**src/rtl/vga_sync_decoder.sv**
```systemverilog
// Receive-side video timing decoder: measures hs period and frame height from an
// incoming raster, locks onto it, and regenerates active-pixel coordinates.
module vga_sync_decoder #(
  parameter int          LOCK_FRAMES = 2,
  parameter logic [10:0] MAX_PERIOD  = 11'd2047
) (
  input  logic        Clk,
  input  logic        Reset,
  input  logic        hs,
  input  logic        vs,
  input  logic        blank,
  output logic [10:0] PixelX,
  output logic [10:0] PixelY,
  output logic        PixelValid,
  output logic [10:0] LineLen,
  output logic [10:0] FrameLines,
  output logic        Locked,
  output logic        SyncErr
);

  typedef enum logic [1:0] {SEARCH, ACQUIRE, LOCKED} state_t;

  state_t      state_reg, state_next;
  logic [3:0]  match_reg, match_next;
  logic [10:0] ref_lines_reg, ref_lines_next;
  logic [10:0] ref_len_reg, ref_len_next;
  logic        locked_next, sync_err_next;

  logic        hs_q, vs_q, blank_q;
  logic [10:0] per, line_cnt, first_len;
  logic        have_first, frame_ok;

  logic        hs_fall, vs_fall, blk_rise, blk_fall;
  logic [10:0] per_inc, frame_lines_new, cur_len;
  logic        per_sat, fault;

  assign hs_fall         = hs_q & ~hs;
  assign vs_fall         = vs_q & ~vs;
  assign blk_rise        = ~blank_q & blank;
  assign blk_fall        = blank_q & ~blank;
  assign per_inc         = per + 11'd1;
  assign per_sat         = (per == MAX_PERIOD);
  assign frame_lines_new = line_cnt + {10'd0, hs_fall};
  // Length of the most recent line, including one completing on this very cycle
  assign cur_len         = hs_fall ? per_inc : LineLen;

  assign fault = (state_reg == LOCKED) &
                 ((hs_fall & (per_inc != ref_len_reg)) |
                  (vs_fall & (frame_lines_new != ref_lines_reg)) |
                  per_sat);

  assign PixelValid = blank_q & Locked;

  always_ff @(posedge Clk) begin
    if (!Reset) begin
      hs_q       <= 1'b1;
      vs_q       <= 1'b1;
      blank_q    <= 1'b1;
      per        <= '0;
      line_cnt   <= '0;
      first_len  <= '0;
      have_first <= 1'b0;
      frame_ok   <= 1'b0;
      LineLen    <= '0;
      FrameLines <= '0;
      PixelX     <= '0;
      PixelY     <= '0;
    end else begin
      hs_q    <= hs;
      vs_q    <= vs;
      blank_q <= blank;

      if (hs_fall)      per <= '0;
      else if (!per_sat) per <= per_inc;

      if (hs_fall) begin
        LineLen  <= per_inc;
        line_cnt <= line_cnt + 11'd1;
      end
      if (vs_fall) begin
        FrameLines <= frame_lines_new;
        line_cnt   <= '0;
      end

      // Frame is clean only if every line matches the first line seen after vs
      if (vs_fall) begin
        frame_ok   <= 1'b1;
        have_first <= 1'b0;
      end else begin
        if (hs_fall) begin
          if (!have_first) begin
            first_len  <= per_inc;
            have_first <= 1'b1;
          end else if (per_inc != first_len) begin
            frame_ok <= 1'b0;
          end
        end
        if (per_sat) frame_ok <= 1'b0;
      end

      if (blk_rise)     PixelX <= '0;
      else if (blank_q) PixelX <= PixelX + 11'd1;

      if (vs_fall)       PixelY <= '0;
      else if (blk_fall) PixelY <= PixelY + 11'd1;
    end
  end

  always_ff @(posedge Clk) begin
    if (!Reset) begin
      state_reg     <= SEARCH;
      match_reg     <= '0;
      ref_lines_reg <= '0;
      ref_len_reg   <= '0;
      Locked        <= 1'b0;
      SyncErr       <= 1'b0;
    end else begin
      state_reg     <= state_next;
      match_reg     <= match_next;
      ref_lines_reg <= ref_lines_next;
      ref_len_reg   <= ref_len_next;
      Locked        <= locked_next;
      SyncErr       <= sync_err_next;
    end
  end

  always_comb begin
    state_next     = state_reg;
    match_next     = match_reg;
    ref_lines_next = ref_lines_reg;
    ref_len_next   = ref_len_reg;
    locked_next    = Locked;
    sync_err_next  = 1'b0;
    case (state_reg)
      SEARCH: begin
        if (vs_fall) begin
          state_next     = ACQUIRE;
          match_next     = '0;
          ref_lines_next = '0;
        end
      end
      ACQUIRE: begin
        if (vs_fall) begin
          ref_lines_next = frame_lines_new;
          if (frame_ok && (frame_lines_new == ref_lines_reg)) begin
            match_next = match_reg + 4'd1;
            if ((match_reg + 4'd1) == 4'(LOCK_FRAMES)) begin
              state_next   = LOCKED;
              locked_next  = 1'b1;
              ref_len_next = cur_len;
            end
          end else begin
            match_next = '0;
          end
        end
      end
      LOCKED: begin
        if (fault) begin
          state_next    = SEARCH;
          match_next    = '0;
          locked_next   = 1'b0;
          sync_err_next = 1'b1;
        end
      end
      default: state_next = SEARCH;
    endcase
  end

endmodule

```
**config.mk**
```make
export PLATFORM = sky130hd
export DESIGN_NAME = vga_sync_decoder
export DESIGN_NICKNAME = d
export VERILOG_FILES = /design/src/rtl/vga_sync_decoder.sv
export SDC_FILE = /design/constraint.sdc
export NUM_CORES = 1
export LEC_CHECK = 0
export CAP_MARGIN = 20
export CORE_UTILIZATION = 59
export CTS_BUF_LIST = sky130_fd_sc_hd__clkbuf_8
export CTS_CLUSTER_SIZE = 40
export DETAILED_ROUTE_END_ITERATION = 10
export PLACE_DENSITY = 0.86
export SKIP_LAST_GASP = 1
export SLEW_MARGIN = 20
export SYNTH_ARGS = -nofsm -noshare
export SYNTH_HDL_FRONTEND = slang
export SYNTH_SLANG_ARGS = --single-unit
```
**constraint.sdc**
```tcl
create_clock -name Clk -period 4.4 [get_ports Clk]
set_input_delay 0.66 -clock Clk [delete_from_list [all_inputs] [get_ports Clk]]
set_output_delay 0.66 -clock Clk [all_outputs]
set_load 0.02 [all_outputs]
```
==> results of run 1 <==
worst reg2reg max path, stage by stage (launching register included):
cell,delay [ns]
sky130_fd_sc_hd__dfxtp_1,0.57
sky130_fd_sc_hd__ha_1,0.28
sky130_fd_sc_hd__and4_1,0.33
sky130_fd_sc_hd__and3_1,0.32
sky130_fd_sc_hd__xnor2_2,0.16
sky130_fd_sc_hd__a221o_1,0.39
sky130_fd_sc_hd__a2111oi_2,0.34
sky130_fd_sc_hd__a21o_2,0.17
sky130_fd_sc_hd__a21boi_2,0.11
sky130_fd_sc_hd__o32ai_1,0.31
stage by stage:
stage | instance area, um2 | util (%) | worst slack [ns] | power, mW | instances
3_5_place_dp | 5763 | 66.41 | 0.4972 | 1.239 | 733
3_3_place_gp | 5763 | 66.41 | 0.6945 | 1.232 | 733
6_report | 5983 | 68.94 | 0.8717 | 1.862 | 749
2_1_floorplan | 5243 | - | 1.071 | 1.186 | 607
5_1_grt | 5983 | 68.94 | 0.6108 | 1.936 | 749
4_1_cts | 5977 | 68.87 | 0.8899 | 1.873 | 749
cell families (layout without fill, tap and decap cells):
logic type | Yosys count | in the layout | synth area share [%]
simple gates | 253 | 253 | 23.20
fa+ha+maj | 8 | 8 | 1.909
compound gates | 98 | 98 | 12.24
flops | 112 | 112 | 42.77
buf+inv | 48 | 82 | 3.914
xor+xnor | 74 | 74 | 13.29
mux | 14 | 14 | 2.673
worst paths after layout:
kind,to,slack [ns],from,cells past startpoint
max,match_reg[3],0.87,hs,13
min,FrameLines[1],0.47,FrameLines[1],2
max reg2reg,match_reg[3],1.34,per[0],9
min reg2reg,FrameLines[1],0.47,FrameLines[1],2
power by group through the flow:
stage / sequential, mW / clock [mW] / combinational, mW
finish: 1.06 / 0.644 / 0.159
CTS: 1.06 / 0.656 / 0.157
floorplan: 1.09 / 0 / 0.0993
global placement: 1.08 / 0 / 0.151
global route: 1.06 / 0.697 / 0.175
detailed placement: 1.08 / 0 / 0.157
cell usage after synthesis (all sizes together) (8+ instances only):
master | n | area [um2]
dfxtp | 112 | 2242
nor2 | 87 | 326.6
nand2 | 53 | 198.9
xnor2 | 38 | 340.3
xor2 | 33 | 289.0
a21oi | 26 | 130.1
clkbuf | 26 | 97.59
nand3 | 24 | 120.1
o21ai | 24 | 120.1
a211oi | 19 | 142.6
and2 | 15 | 93.84
and3 | 15 | 93.84
mux2i | 14 | 140.1
nand4 | 14 | 87.58
buf | 12 | 70.06
nor3 | 12 | 65.06
inv | 9 | 33.78
nand2b | 9 | 56.30
ha | 8 | 100.1
routing by layer:
| metal | wire (um) | share of wire, % |
|---|---|---|
| met5 | 0 | 0 |
| met4 | 165 | 1.4 |
| met3 | 706 | 6.0 |
| met2 | 5394 | 46 |
| met1 | 5403 | 46 |
cell type report:
class | count | area share, %
flip-flops and latches | 112 | 37.47
clock buffers | 9 | 2.070
well taps | 108 | 2.258
multi-input cells | 447 | 46.91
inverters | 10 | 0.6274
clock inverters | 7 | 1.506
repair buffers | 56 | 9.159
==> report_table.html, run 1 <==
<table>
<tr><th>Metric</th><th>Value</th></tr>
<tr><th colspan="2">Global routing</th></tr>
<tr><td>Total gr overflow</td><td>0</td></tr>
<tr><td>Peak-usage layer in the global routing report</td><td>met2</td></tr>
<tr><td>Total routing resource utilization after global routing</td><td>26.84%</td></tr>
<tr><td>Vias in the first global route</td><td>4065</td></tr>
<tr><td>Number of antenna violations at the first check in global routing</td><td>0</td></tr>
<tr><td>Wire length of the first global-routing pass</td><td>19.26 mm</td></tr>
<tr><td>Pin count of the biggest net entering global routing</td><td>48</td></tr>
<tr><td>GR Util met2</td><td>42.49%</td></tr>
<tr><td>Met1 Use GR</td><td>36.41%</td></tr>
<tr><td>GR Layer Usage met3</td><td>5.845%</td></tr>
<tr><th colspan="2">Power and ir drop</th></tr>
<tr><td>Fraction of power consumed by sequential logic</td><td>56.9%</td></tr>
<tr><td>Switching part of the total power</td><td>26.15%</td></tr>
<tr><td>Power density over the cells</td><td>311.2 nW/um2</td></tr>
<tr><td>Peak VDD IR</td><td>0.1935 mV</td></tr>
<tr><td>Switching Power</td><td>487.0 uW</td></tr>
<tr><td>Internal Pwr Total</td><td>1.375 mW</td></tr>
<tr><td>Clk pwr share</td><td>34.6%</td></tr>
<tr><td>Leakage dissipation</td><td>2.096 nW</td></tr>
<tr><td>Portion of total power attributed to combinational logic</td><td>8.5%</td></tr>
<tr><th colspan="2">Critical path</th></tr>
<tr><td>Critical path peak fanout</td><td>10</td></tr>
<tr><td>Cell with the most instances on the worst path</td><td>sky130_fd_sc_hd__ha_1</td></tr>
<tr><td>Startpoint Class</td><td>input pin</td></tr>
<tr><td>Cell family with most CP delay</td><td>compound AO/OA/AOI/OAI gates</td></tr>
<tr><td>Worst Setup End Kind</td><td>flip-flop</td></tr>
<tr><td>Arrival time of the worst setup path</td><td>3.81 ns</td></tr>
<tr><td>Slowest cell on crit path</td><td>sky130_fd_sc_hd__clkdlybuf4s50_1</td></tr>
<tr><td>Critical path class</td><td>in -&gt; reg</td></tr>
<tr><td>Cell breakdown of the critical path</td><td>clkdlybuf4s50_1 -&gt; nand2b_1 -&gt; inv_2 -&gt; ha_1 -&gt; ha_1 -&gt; and3_1 -&gt; xor2_1 -&gt; o21ai_0 -&gt; nand4_1 -&gt; or2_2 -&gt; o31ai_1 -&gt; a21boi_2 -&gt; o32ai_1</td></tr>
<tr><td>Critical Path Max Stage Delay</td><td>0.47 ns</td></tr>
<tr><td>Crit path buf inv count</td><td>2</td></tr>
<tr><td>CP required</td><td>4.68 ns</td></tr>
<tr><th colspan="2">Clocking</th></tr>
<tr><td>Clock transition time at the flip-flop clock pins of the worst setup and hold paths</td><td>0.10 ns</td></tr>
<tr><td>H-tree Lvls</td><td>3</td></tr>
<tr><td>Clock tree from TritonCTS</td><td>done</td></tr>
<tr><td>Clock latency on the worst-skew pair</td><td>0.38 ns</td></tr>
<tr><td>Number of buffers added to fix hold violations after cts</td><td>0</td></tr>
<tr><td>Post-CTS Setup Repair Bufs</td><td>0</td></tr>
<tr><td>Number of clock sinks seen by CTS</td><td>112</td></tr>
<tr><td>Post-CTS resize count</td><td>0</td></tr>
<tr><td>Cts bufs inserted</td><td>9</td></tr>
<tr><td>Root buf cell</td><td>sky130_fd_sc_hd__clkbuf_8</td></tr>
<tr><td>Bufs on Longest Clock Path</td><td>2</td></tr>
<tr><th colspan="2">Die</th></tr>
<tr><td>Initial Util</td><td>60.41%</td></tr>
<tr><td>Die area</td><td>9267 um2</td></tr>
<tr><td>Height of the die</td><td>96.27 um</td></tr>
<tr><td>Standard-cell row count</td><td>34</td></tr>
<tr><td>Die width</td><td>96.27 um</td></tr>
<tr><td>I/O pin total</td><td>52</td></tr>
<tr><td>Area inside the core boundary</td><td>8678 um2</td></tr>
<tr><th colspan="2">Yosys</th></tr>
<tr><td>Sequential fraction of the synthesis area</td><td>42.77%</td></tr>
<tr><td>Summed instance area of the synthesized netlist</td><td>5243 um2</td></tr>
<tr><td>Syn avg cell area</td><td>8.637 um2</td></tr>
<tr><td>Total of warnings raised by yosys</td><td>0</td></tr>
<tr><td>Count of cell types in the netlist</td><td>57</td></tr>
<tr><td>Number of synthesized register bits</td><td>112</td></tr>
<tr><td>Post-Syn Nets</td><td>620</td></tr>
<tr><td>Number of instances in the synthesized netlist</td><td>607</td></tr>
<tr><td>Dominant synthesized flop cell</td><td>sky130_fd_sc_hd__dfxtp_1</td></tr>
<tr><td>Ys async rst share</td><td>0%</td></tr>
<tr><td>Number of enable-type register cells in the synthesized netlist</td><td>0</td></tr>
<tr><th colspan="2">Drt</th></tr>
<tr><td>Remaining antenna violation count after routing</td><td>0</td></tr>
<tr><td>Vias/cell</td><td>5.854</td></tr>
<tr><td>Wire length per cell after detailed routing</td><td>15.58 um</td></tr>
<tr><td>Violation count after the first detailed-routing iteration</td><td>277</td></tr>
<tr><td>Final routed DRC violation total</td><td>0</td></tr>
<tr><td>First drt pass iteration count</td><td>5</td></tr>
<tr><td>Via total after detailed routing</td><td>4385</td></tr>
<tr><td>Total wirelength of the detailed-routed design</td><td>11.67 mm</td></tr>
<tr><th colspan="2">Placed design</th></tr>
<tr><td>Count of port buffers added during placement</td><td>51</td></tr>
<tr><td>Final estimated routing congestion in global placement</td><td>0.9482</td></tr>
<tr><td>Estimated wirelength of the detail-placed design</td><td>8.229 mm</td></tr>
<tr><th colspan="2">Layout</th></tr>
<tr><td>Diode insertion count for antenna repair</td><td>0</td></tr>
<tr><td>Number of nets in the finished design</td><td>649</td></tr>
<tr><td>Combined area of the multi-input logic cells</td><td>2806 um2</td></tr>
<tr><td>Register Area</td><td>2242 um2</td></tr>
<tr><td>Commonest non-fill, non-tap cells in the layout</td><td>112 x sky130_fd_sc_hd__dfxtp_1, 87 x sky130_fd_sc_hd__nor2_1, 53 x sky130_fd_sc_hd__nand2_1</td></tr>
<tr><td>Layout cells sized above 1</td><td>4.680%</td></tr>
<tr><td>Number of inserted filler cells in the final layout</td><td>727</td></tr>
<tr><td>Commonest non-fill, non-tap cell in the layout</td><td>sky130_fd_sc_hd__dfxtp_1</td></tr>
<tr><td>Layout overhead on the synthesized area</td><td>14.13%</td></tr>
<tr><th colspan="2">STA</th></tr>
<tr><td>Fmax</td><td>0.2834 GHz</td></tr>
<tr><td>Final critical delay including setup and external delays</td><td>3.528 ns</td></tr>
<tr><td>Setup Skew</td><td>0.01098 ns</td></tr>
<tr><td>Slew of the pin with the lowest slew margin</td><td>0.7460 ns</td></tr>
<tr><td>Final Max Tran Viols</td><td>0</td></tr>
<tr><td>Final setup violation count</td><td>0</td></tr>
<tr><td>Number of hold violations in the final report</td><td>0</td></tr>
<tr><td>RSZ-0062 raised after global routing</td><td>no</td></tr>
<tr><td>Slew margin rel.</td><td>48.98%</td></tr>
<tr><td>Worst hold slack after final layout</td><td>0.4719 ns</td></tr>
<tr><td>Final period utilization</td><td>80.19%</td></tr>
<tr><td>Setup TNS Final</td><td>0 ns</td></tr>
<tr><th colspan="2">Run status</th></tr>
<tr><td>Outcome</td><td>finished, final reports clean</td></tr>
<tr><th colspan="2">Worst hold path</th></tr>
<tr><td>Path category of the worst min-delay check</td><td>reg -&gt; reg</td></tr>
<tr><th colspan="2">Flow run</th></tr>
<tr><td>Max capacitance violation total</td><td>0</td></tr>
</table>
(Power assumes the default switching activity.)
==> inputs of run 2 (changes only) <==
==> constraint.sdc (replaced) <==
create_clock -name Clk -period 3.36 [get_ports Clk]
set_input_delay 0.504 -clock Clk [delete_from_list [all_inputs] [get_ports Clk]]
set_output_delay 0.504 -clock Clk [all_outputs]
set_load 0.02 [all_outputs]
==> report_table.html, run 2 (synthesis results as in run 1) <==
<table>
<tr><th>Metric</th><th>Value</th></tr>
<tr><th colspan="2">Power and ir drop</th></tr>
<tr><td>Clk pwr share</td><td>32.5%</td></tr>
<tr><td>Switching Power</td><td>636.0 uW</td></tr>
<tr><td>Switching part of the total power</td><td>26.83%</td></tr>
<tr><td>Fraction of power consumed by sequential logic</td><td>58.4%</td></tr>
<tr><td>Leakage dissipation</td><td>2.157 nW</td></tr>
<tr><td>Peak VDD IR</td><td>0.2441 mV</td></tr>
<tr><td>Portion of total power attributed to combinational logic</td><td>9.1%</td></tr>
<tr><td>Internal Pwr Total</td><td>1.735 mW</td></tr>
<tr><td>Power density over the cells</td><td>390.5 nW/um2</td></tr>
<tr><th colspan="2">Worst hold path</th></tr>
<tr><td>Path category of the worst min-delay check</td><td>reg -&gt; reg</td></tr>
<tr><td>Hold Path Origin</td><td>FrameLines[1]</td></tr>
<tr><th colspan="2">Critical path</th></tr>
<tr><td>Worst setup path start</td><td>hs</td></tr>
<tr><td>Startpoint Class</td><td>input pin</td></tr>
<tr><td>Arrival time of the worst setup path</td><td>3.37 ns</td></tr>
<tr><td>Worst r2r src</td><td>per[1]</td></tr>
<tr><td>Critical Path Max Stage Delay</td><td>0.46 ns</td></tr>
<tr><td>CP required</td><td>3.63 ns</td></tr>
<tr><td>Slowest cell on crit path</td><td>sky130_fd_sc_hd__clkdlybuf4s50_1</td></tr>
<tr><td>Cell with the most instances on the worst path</td><td>sky130_fd_sc_hd__ha_1</td></tr>
<tr><td>Cell breakdown of the critical path</td><td>clkdlybuf4s50_1 -&gt; nand2b_1 -&gt; inv_2 -&gt; ha_1 -&gt; ha_1 -&gt; and3_1 -&gt; xor2_1 -&gt; o21ai_0 -&gt; nand4_1 -&gt; or2_2 -&gt; o31ai_2 -&gt; buf_4 -&gt; a21boi_2 -&gt; o32ai_1</td></tr>
<tr><td>Critical path class</td><td>in -&gt; reg</td></tr>
<tr><td>Worst Setup End Kind</td><td>flip-flop</td></tr>
<tr><td>Critical path peak fanout</td><td>6</td></tr>
<tr><th colspan="2">Drt</th></tr>
<tr><td>Wire length per cell after detailed routing</td><td>15.17 um</td></tr>
<tr><td>Via total after detailed routing</td><td>4404</td></tr>
<tr><td>Vias/cell</td><td>5.772</td></tr>
<tr><td>Violation count after the first detailed-routing iteration</td><td>240</td></tr>
<tr><td>Total wirelength of the detailed-routed design</td><td>11.58 mm</td></tr>
<tr><td>Remaining antenna violation count after routing</td><td>0</td></tr>
<tr><td>First drt pass iteration count</td><td>5</td></tr>
<tr><td>Final routed DRC violation total</td><td>0</td></tr>
<tr><th colspan="2">Layout</th></tr>
<tr><td>Commonest non-fill, non-tap cells in the layout</td><td>112 x sky130_fd_sc_hd__dfxtp_1, 87 x sky130_fd_sc_hd__nor2_1, 53 x sky130_fd_sc_hd__nand2_1</td></tr>
<tr><td>Layout overhead on the synthesized area</td><td>15.80%</td></tr>
<tr><td>Diode insertion count for antenna repair</td><td>0</td></tr>
<tr><td>Util after Layout</td><td>69.95%</td></tr>
<tr><td>Commonest non-fill, non-tap cell in the layout</td><td>sky130_fd_sc_hd__dfxtp_1</td></tr>
<tr><td>Layout cells sized above 1</td><td>6.718%</td></tr>
<tr><td>Number of nets in the finished design</td><td>663</td></tr>
<tr><th colspan="2">Clocking</th></tr>
<tr><td>Cts bufs inserted</td><td>9</td></tr>
<tr><td>Clock tree from TritonCTS</td><td>done</td></tr>
<tr><td>Clock transition time at the flip-flop clock pins of the worst setup and hold paths</td><td>0.10 ns</td></tr>
<tr><td>Root buf cell</td><td>sky130_fd_sc_hd__clkbuf_8</td></tr>
<tr><td>Clock latency on the worst-skew pair</td><td>0.38 ns</td></tr>
<tr><td>H-tree Lvls</td><td>3</td></tr>
<tr><td>Number of clock sinks seen by CTS</td><td>112</td></tr>
<tr><td>Bufs on Longest Clock Path</td><td>2</td></tr>
<tr><th colspan="2">Die</th></tr>
<tr><td>Standard-cell row count</td><td>34</td></tr>
<tr><td>I/O pin total</td><td>52</td></tr>
<tr><td>Height of the die</td><td>96.27 um</td></tr>
<tr><td>Die area</td><td>9267 um2</td></tr>
<tr><td>Initial Util</td><td>60.41%</td></tr>
<tr><td>Die width</td><td>96.27 um</td></tr>
<tr><td>Area inside the core boundary</td><td>8678 um2</td></tr>
<tr><th colspan="2">Global routing</th></tr>
<tr><td>Total routing resource utilization after global routing</td><td>26.21%</td></tr>
<tr><td>Vias in the first global route</td><td>3959</td></tr>
<tr><td>Pin count of the biggest net entering global routing</td><td>48</td></tr>
<tr><td>Total gr overflow</td><td>0</td></tr>
<tr><td>Wire length of the first global-routing pass</td><td>18.74 mm</td></tr>
<tr><td>Number of antenna violations at the first check in global routing</td><td>0</td></tr>
<tr><th colspan="2">STA</th></tr>
<tr><td>RSZ-0062 raised after global routing</td><td>no</td></tr>
<tr><td>Fmax</td><td>0.3236 GHz</td></tr>
<tr><td>Final critical delay including setup and external delays</td><td>3.090 ns</td></tr>
<tr><td>Number of hold violations in the final report</td><td>0</td></tr>
<tr><td>Setup Skew</td><td>0.01514 ns</td></tr>
<tr><td>Final period utilization</td><td>91.97%</td></tr>
<tr><td>Worst Slack Setup Final</td><td>0.2697 ns</td></tr>
<tr><td>Final setup violation count</td><td>0</td></tr>
<tr><td>Final Max Tran Viols</td><td>0</td></tr>
<tr><td>Slew of the pin with the lowest slew margin</td><td>0.7633 ns</td></tr>
<tr><td>Worst hold slack after final layout</td><td>0.4644 ns</td></tr>
<tr><td>Slew margin rel.</td><td>48.99%</td></tr>
<tr><th colspan="2">Placed design</th></tr>
<tr><td>Estimated wirelength of the detail-placed design</td><td>8.390 mm</td></tr>
<tr><td>Pre-CTS WS</td><td>-0.1497 ns</td></tr>
<tr><td>Final estimated routing congestion in global placement</td><td>0.8940</td></tr>
<tr><td>Count of port buffers added during placement</td><td>51</td></tr>
<tr><th colspan="2">Flow run</th></tr>
<tr><td>Max capacitance violation total</td><td>0</td></tr>
<tr><th colspan="2">Run status</th></tr>
<tr><td>Outcome</td><td>finished, final reports clean</td></tr>
</table>
run 2: final timing paths:
check / endpoint / cells after the start / slack (ns)
hold / removal: FrameLines[1] / 2 / 0.46
setup reg to reg: match_reg[1] / 9 / 0.51
setup / recovery: match_reg[1] / 14 / 0.27
hold reg to reg: FrameLines[1] / 2 / 0.46
run 2: per-layer routing:
metal  global-route usage, %  share of wire, %  vias up
met5                       0                 0        -
met3                   3.791               5.2       16
met1                   36.81                47     2074
li1                        -                 -     2179
met2                   40.78                46      135
met4                   9.453               1.7        0
run 2: timing repair:
| action | 4_1_cts | 5_1_grt |
|---|---|---|
| setup endpoints to repair | 0 | 1 |
| hold buffers | 0 | 0 |
| resized for setup | 0 | 1 |
| buffers inserted | 0 | 0 |
run 2: critical path, delay by kind of cell:
family | cells | cell delay, ns
and+or+nand+nor | 4 | 0.80
buffers and inverters | 3 | 0.67
adders and majority gates | 2 | 0.46
AOI/OAI and AO/OA | 4 | 0.78
xor gates and xnor gates | 1 | 0.15
run 2: final cells by class:
cell class              count  area, um2
multi-input cells         447       2805
fillers                   694       2608
well taps                 108      135.1
clock buffers               9      123.9
repair buffers             70      665.6
clock inverters             7      61.31
inverters                  10      37.54
flip-flops and latches    112       2242
run 2: power groups by stage:
| stage | Clock, mW | Combinational (mW) | Sequential, mW |
|---|---|---|---|
| 4_1_cts | 0.783 | 0.214 | 1.38 |
| 6_report | 0.771 | 0.216 | 1.38 |
| 5_1_grt | 0.838 | 0.236 | 1.39 |
| 2_1_floorplan | 0 | 0.130 | 1.42 |
| 3_3_place_gp | 0 | 0.207 | 1.41 |
| 3_5_place_dp | 0 | 0.213 | 1.41 |
run 2: per-stage QoR:
stage	cell area [um2]	TNS (ns)	power, mW	cells
after floorplan	5243	0	1.553	607
after global placement	5881	-0.003656	1.619	747
after detailed placement	5881	-0.5269	1.628	747
after CTS	6066	0	2.382	763
after global routing	6071	0	2.463	763
final	6071	0	2.371	763
